--- src/rtl/stack_controller_if.sv ---
// Request/response bundle between the multicycle controller and the operand stack.
// master: controller side (drives requests, receives read data and status).
// slave : stack_controller side.
//   push/pop/top/flush/clr_err : single-cycle request strobes
//   din                        : push data
//   dout/valid                 : read data and its one-cycle update pulse
//   count/empty/full           : occupancy status
//   overflow/underflow         : sticky error flags
interface stack_controller_if #(
  parameter int unsigned WIDTH = 8,
  parameter int unsigned DEPTH = 16
);
  localparam int unsigned AW = $clog2(DEPTH);

  logic             push;
  logic             pop;
  logic             top;
  logic             flush;
  logic             clr_err;
  logic [WIDTH-1:0] din;
  logic [WIDTH-1:0] dout;
  logic             valid;
  logic [AW:0]      count;
  logic             empty;
  logic             full;
  logic             overflow;
  logic             underflow;

  modport master (
    output push, pop, top, flush, clr_err, din,
    input  dout, valid, count, empty, full, overflow, underflow
  );

  modport slave (
    input  push, pop, top, flush, clr_err, din,
    output dout, valid, count, empty, full, overflow, underflow
  );
endinterface

--- src/rtl/stack_controller.sv ---
// Hardware operand stack: owns storage and stack pointer, services one
// request per cycle (flush > push > pop > top), returns read data with
// one-cycle latency and keeps sticky overflow/underflow flags.
// Ports:
//   clk  : rising-edge clock
//   rst  : asynchronous active-low reset
//   bus  : stack_controller_if.slave (requests in, data/status out)
module stack_controller #(
  parameter int unsigned WIDTH = 8,
  parameter int unsigned DEPTH = 16
) (
  input  logic               clk,
  input  logic               rst,
  stack_controller_if.slave  bus
);

  localparam int unsigned AW      = $clog2(DEPTH);
  localparam logic [AW:0] SP_FULL = (AW+1)'(DEPTH);
  localparam logic [AW:0] SP_ONE  = (AW+1)'(1);

  typedef enum logic {
    IDLE = 1'b0,
    RESP = 1'b1
  } state_t;

  state_t           state;
  logic [AW:0]      sp;
  logic [WIDTH-1:0] mem [DEPTH];
  logic [WIDTH-1:0] dout_q;
  logic             ovf_q;
  logic             unf_q;

  logic             is_empty;
  logic             is_full;
  logic             do_flush;
  logic             do_push;
  logic             do_pop;
  logic             do_read;
  logic             set_ovf;
  logic             set_unf;
  logic [AW:0]      sp_dec;
  logic [AW-1:0]    wr_idx;
  logic [AW-1:0]    rd_idx;

  // Request arbitration and error detection; dropped requests have no effect.
  always_comb begin
    is_empty = (sp == '0);
    is_full  = (sp == SP_FULL);
    sp_dec   = sp - SP_ONE;
    wr_idx   = sp[AW-1:0];
    rd_idx   = sp_dec[AW-1:0];
    do_flush = 1'b0;
    do_push  = 1'b0;
    do_pop   = 1'b0;
    do_read  = 1'b0;
    set_ovf  = 1'b0;
    set_unf  = 1'b0;
    if (bus.flush) begin
      do_flush = 1'b1;
    end else if (bus.push) begin
      if (is_full) set_ovf = 1'b1;
      else         do_push = 1'b1;
    end else if (bus.pop) begin
      if (is_empty) begin
        set_unf = 1'b1;
      end else begin
        do_pop  = 1'b1;
        do_read = 1'b1;
      end
    end else if (bus.top) begin
      if (is_empty) set_unf = 1'b1;
      else          do_read = 1'b1;
    end
  end

  // Storage array is deliberately not reset; it is never read before written.
  always_ff @(posedge clk) begin
    if (do_push) mem[wr_idx] <= bus.din;
  end

  // Pointer, read data, response state and sticky flags.
  always_ff @(posedge clk or negedge rst) begin
    if (!rst) begin
      state  <= IDLE;
      sp     <= '0;
      dout_q <= '0;
      ovf_q  <= 1'b0;
      unf_q  <= 1'b0;
    end else begin
      state <= do_read ? RESP : IDLE;

      if (do_flush)     sp <= '0;
      else if (do_push) sp <= sp + SP_ONE;
      else if (do_pop)  sp <= sp_dec;

      if (do_read) dout_q <= mem[rd_idx];

      // A new error in the same cycle as clr_err wins for that flag.
      if (set_ovf)          ovf_q <= 1'b1;
      else if (bus.clr_err) ovf_q <= 1'b0;

      if (set_unf)          unf_q <= 1'b1;
      else if (bus.clr_err) unf_q <= 1'b0;
    end
  end

  assign bus.dout      = dout_q;
  assign bus.valid     = (state == RESP);
  assign bus.count     = sp;
  assign bus.empty     = is_empty;
  assign bus.full      = is_full;
  assign bus.overflow  = ovf_q;
  assign bus.underflow = unf_q;

endmodule

--- src/flat_wrapper.sv ---
// flat-port wrapper written by rule: the top's interface ports become plain ports
module stack_controller_flat 
#(
  parameter int unsigned WIDTH = 8,
  parameter int unsigned DEPTH = 16
)
  (clk, rst, bus_push, bus_pop, bus_top, bus_flush, bus_clr_err, bus_din, bus_dout, bus_valid, bus_count, bus_empty, bus_full, bus_overflow, bus_underflow);
  stack_controller_if #(.WIDTH(WIDTH), .DEPTH(DEPTH)) bus_i ();
  input  logic clk;
  input  logic rst;
  input wire logic [$bits(bus_i.push)-1:0] bus_push;
  input wire logic [$bits(bus_i.pop)-1:0] bus_pop;
  input wire logic [$bits(bus_i.top)-1:0] bus_top;
  input wire logic [$bits(bus_i.flush)-1:0] bus_flush;
  input wire logic [$bits(bus_i.clr_err)-1:0] bus_clr_err;
  input wire logic [$bits(bus_i.din)-1:0] bus_din;
  output wire logic [$bits(bus_i.dout)-1:0] bus_dout;
  output wire logic [$bits(bus_i.valid)-1:0] bus_valid;
  output wire logic [$bits(bus_i.count)-1:0] bus_count;
  output wire logic [$bits(bus_i.empty)-1:0] bus_empty;
  output wire logic [$bits(bus_i.full)-1:0] bus_full;
  output wire logic [$bits(bus_i.overflow)-1:0] bus_overflow;
  output wire logic [$bits(bus_i.underflow)-1:0] bus_underflow;
  assign bus_i.push = bus_push;
  assign bus_i.pop = bus_pop;
  assign bus_i.top = bus_top;
  assign bus_i.flush = bus_flush;
  assign bus_i.clr_err = bus_clr_err;
  assign bus_i.din = bus_din;
  assign bus_dout = bus_i.dout;
  assign bus_valid = bus_i.valid;
  assign bus_count = bus_i.count;
  assign bus_empty = bus_i.empty;
  assign bus_full = bus_i.full;
  assign bus_overflow = bus_i.overflow;
  assign bus_underflow = bus_i.underflow;
  stack_controller #(.WIDTH(WIDTH), .DEPTH(DEPTH)) u_core (.clk(clk), .rst(rst), .bus(bus_i));
endmodule
--- config.mk ---
export PLATFORM = sky130hd
export DESIGN_NAME = stack_controller_flat
export DESIGN_NICKNAME = d
export VERILOG_FILES = /design/src/rtl/stack_controller_if.sv /design/src/rtl/stack_controller.sv /design/src/flat_wrapper.sv
export SDC_FILE = /design/constraint.sdc
export NUM_CORES = 1
export LEC_CHECK = 0
export ABC_AREA = 1
export CAP_MARGIN = 20
export CELL_PAD_IN_SITES_DETAIL_PLACEMENT = 1
export CELL_PAD_IN_SITES_GLOBAL_PLACEMENT = 1
export CORE_UTILIZATION = 30
export CTS_BUF_LIST = sky130_fd_sc_hd__clkbuf_4 sky130_fd_sc_hd__clkbuf_8
export DETAILED_ROUTE_END_ITERATION = 16
export PLACE_DENSITY = 0.58
export SYNTH_ARGS = -nofsm -noshare
export SYNTH_HDL_FRONTEND = slang
export SYNTH_SLANG_ARGS = --single-unit
--- constraint.sdc ---
create_clock -name clk -period 2.18 [get_ports clk]
set_clock_uncertainty 0.05 [all_clocks]
set_input_delay 0.218 -clock clk [delete_from_list [all_inputs] [get_ports clk]]
set_output_delay 0.218 -clock clk [all_outputs]
set_load 0.01 [all_outputs]
==> out/results.md <==
### Detailed routing
• violation count after the first detailed-route iteration: 293
• routed wire length: 18300 um
• Detailed Routing Iterations Pass 1: 5
• drt via density: 4.59
• routed length per instance: 18.1 um
• Vias: 4645
• number of nets still failing antenna checks after routing: 0
• number of DRC violations after detailed routing: 0

### Synthesis
• largest family of logic cells by synthesized area: simple AND/OR/NAND/NOR gates
• post-synth net total: 682
• area share of xor/xnor cells in the synthesized design: 0.638%
• cell count after synthesis: 662
• synthesized-area fraction occupied by ao, oa, aoi and oai cells: 0.851%
• Post-synth EDFFs: 128
• cell area after synthesis: 6470 um2
• synthesized area per cell: 9.78 um2
• flops & latches, synth: 144
• fraction of synthesized cell area taken by the top area cell type: 59.4%
• ys async rst share: 11.1%
• total of warnings raised by yosys: 0
• synthesized-area fraction occupied by adder cells: 0.967%
• most area-hungry cell type in the Yosys netlist: sky130_fd_sc_hd__edfxtp_1
• simple logic cell fraction of the synthesized area: 22.6%
• leading post-synthesis cells by cell area: sky130_fd_sc_hd__edfxtp_1 59%, sky130_fd_sc_hd__nand2_1 12%, sky130_fd_sc_hd__nand3_1 8.4%
• Main synth FF type: sky130_fd_sc_hd__edfxtp_1
• portion of netlist area occupied by mux cells: 0%
• sequential cell area fraction in the yosys report: 65.6%
• Cell variety after synth: 23

### Job
• reported max-cap violation count: 0

### Outcome
• run status: finished clean

### Clocking
• clock tree from TritonCTS: yes
• clock insertion delay at the later pin of the skew report: 0.44 ns
• htree depth: 4
• Root Buffer Master: sky130_fd_sc_hd__clkbuf_8
• clk sinks: 144
• post-cts hold buffer count: 0
• Clock Tree Buf Depth: 2
• number of buffers added by the clock tree synthesis step: 17
• clock slew at the register clock pins of the worst setup and hold paths: 0.08 ns

### Layout
• layout cell share with drive strength beyond 1: 12.1%
• Area growth, synth to finish: 19.4%
• sequential cell area: 4250 um2
• multi-input combinational cell area: 1690 um2
• count of inserted antenna diode cells: 0
• # nets final: 743
• fillcell total: 2403

### Floorplan
• Die Area: 22200 um2
• number of top-level pins: 33
• number of rows in the core area: 53
• placeable core area: 21100 um2
• Initial Utilization: 30.7%
• Die Span X: 149 um
• die height: 149 um

### Worst setup path
• critical path capture point type: register
• Worst setup SP type: register
• Worst EP arrival: 2.26 ns
• Worst EP required: 2.47 ns
• minimum setup slack among reg-to-reg paths: 0.22 ns
• class of the most critical setup path: register to register
• largest fanout of any net on the critical path: 17

### STA
• summed negative setup slack over all endpoints: 0 ns
• post-route worst hold slack: 0.181 ns
• Min Clock Period, post-route: 1.96 ns
• number of hold-slack violations in the final timing report: 0
• number of setup violations in the final report: 0
• remaining max-slew budget at the tightest pin: 46.7%
• count of pins over their slew limit: 0
• setup repair after global routing missed its margin: false
• Final period util: 90.1%
• Least-Margin Pin Slew: 0.798 ns
• Fmax achieved: 0.509 GHz

### Place
• sum of net half-perimeters after detailed placement: 12700 um
• global placement routability congestion: 0.834
• number of port buffers: 32

### Global route
• number of global-route vias before repair: 4869
• global-route wire length before repair: 28600 um
• all-layer global routing usage: 17.8%
• pin count of the biggest net entering global routing: 73
• initial antenna violation count: 0
• global route overflow: 0

### Power
• leakage: 3.35 nW
• Worst IR Drop VDD: 739 uV
• PwrDens: 1250 nW/um2

### Worst hold path
• class of the worst hold path: input port to asynchronous set/reset pin

-- flip-flops by register name, summed over array words and instances, names as in the netlist --
signal and count:
u_core.bus.overflow 1, u_core.bus.dout 8, u_core.mem 128, u_core.bus.underflow 1
u_core.bus.valid 1, u_core.bus.count 5
-- report_power, final --
group          internal, W  leakage [nW]  switching (W)
logic              0.00143          1.81        0.00291
registers          0.00323          1.36       0.000129
clock network     0.000923         0.181        0.00100
-- metrics by stage --
stage | setup slack (ns) | power [W] | instance area (um2) | std cells | util [%]
3_3_place_gp | 0.0952 | 0.00767 | 7330 | 978 | 34.8
6_report | 0.215 | 0.00963 | 7720 | 1011 | 36.6
2_1_floorplan | -0.0886 | 0.00600 | 6520 | 662 | -
5_1_grt | 0.0721 | 0.0102 | 7720 | 1011 | 36.6
4_1_cts | 0.00825 | 0.00972 | 7710 | 1011 | 36.6
3_5_place_dp | 0.0431 | 0.00772 | 7330 | 978 | 34.8
-- worst max-delay path: stages, from the launching register on --
cell                      delay [ns]
sky130_fd_sc_hd__dfrtp_2        0.39
sky130_fd_sc_hd__inv_4          0.06
sky130_fd_sc_hd__ha_1           0.23
sky130_fd_sc_hd__xnor2_2        0.61
sky130_fd_sc_hd__nand3_1        0.18
sky130_fd_sc_hd__nand3_1        0.15
sky130_fd_sc_hd__nand2_1        0.09
sky130_fd_sc_hd__nand2_1        0.06
sky130_fd_sc_hd__nand2_1        0.04
-- cell families (layout without fill, tap and decap cells) --
family                   count (synthesis)  count (layout)
XOR/XNOR                                 3               3
flip-flops                             144             144
adder cells (fa/ha/maj)                  5               5
AND/OR/NAND/NOR                        349             349
AO/OA/AOI/OAI                           11              11
buffers and inverters                  150             224
-- synthesized netlist by cell type, types with 2 or more instances --
cell                       count
sky130_fd_sc_hd__nor2_1       27
sky130_fd_sc_hd__buf_4         2
sky130_fd_sc_hd__nand2_1     204
sky130_fd_sc_hd__buf_1         2
sky130_fd_sc_hd__ha_1          5
sky130_fd_sc_hd__nor3_1        8
sky130_fd_sc_hd__inv_1       116
sky130_fd_sc_hd__clkbuf_1      6
sky130_fd_sc_hd__o21ai_0       3
sky130_fd_sc_hd__buf_2        14
sky130_fd_sc_hd__o21ai_1       7
sky130_fd_sc_hd__buf_6         2
sky130_fd_sc_hd__dfrtp_1      16
sky130_fd_sc_hd__inv_2         7
sky130_fd_sc_hd__nand3_1     108
sky130_fd_sc_hd__edfxtp_1    128
-- timing repair --
action | CTS | global route
buffers inserted | 1 | 0
pin swaps | 0 | 0
endpoints found under the setup margin | 2 | 40
gates resized for setup | 7 | 4
-- layer usage --
| layer | part of all wire, % | global-route usage, % |
|---|---|---|
| met1 | 46 | 23.6 |
| met4 | 1.4 | 4.90 |
| met5 | 0 | 0 |
| met2 | 50 | 29.7 |
| met3 | 2.7 | 3.55 |
-- placed cells by master (no fill, tap or decap), types with 3 or more instances in the layout --
cell	synthesis	final
sky130_fd_sc_hd__clkinv_2	0	3
sky130_fd_sc_hd__clkbuf_8	0	17
sky130_fd_sc_hd__o21ai_0	3	3
sky130_fd_sc_hd__inv_1	116	115
sky130_fd_sc_hd__nor2_1	27	26
sky130_fd_sc_hd__ha_1	5	4
sky130_fd_sc_hd__nand3_1	108	106
sky130_fd_sc_hd__nor3_2	0	6
sky130_fd_sc_hd__edfxtp_1	128	128
sky130_fd_sc_hd__o21ai_1	7	7
sky130_fd_sc_hd__nand2_1	204	204
sky130_fd_sc_hd__clkinv_1	1	5
sky130_fd_sc_hd__dfrtp_1	16	14
sky130_fd_sc_hd__buf_4	2	32
sky130_fd_sc_hd__clkbuf_4	0	3
sky130_fd_sc_hd__clkdlybuf4s50_1	0	30
sky130_fd_sc_hd__inv_2	7	7
-- final cells by class --
| type | instances | share of cell area, % |
|---|---|---|
| tap | 275 | 4.45 |
| clock inverter | 12 | 1.21 |
| timing repair buffer | 68 | 8.08 |
| inverter | 124 | 6.06 |
| clock buffer | 20 | 3.32 |
| multi-input combinational | 368 | 21.9 |
| sequential | 144 | 55.0 |
-- worst paths after layout --
| path | depth (start not counted) | end | startpoint |
|---|---|---|---|
| max | 8 | u_core.bus.dout[3] | u_core.bus.count[0] |
| min reg2reg | 2 | u_core.bus.dout[3] | u_core.bus.dout[3] |
| max in group asynchronous | 1 | u_core.bus.count[2] | rst |
| min in group clk | 2 | u_core.bus.overflow | bus_clr_err |
| min | 1 | u_core.bus.underflow | rst |
| max reg2reg | 8 | u_core.bus.dout[3] | u_core.bus.count[0] |
Power figures use the tool's default switching activity.
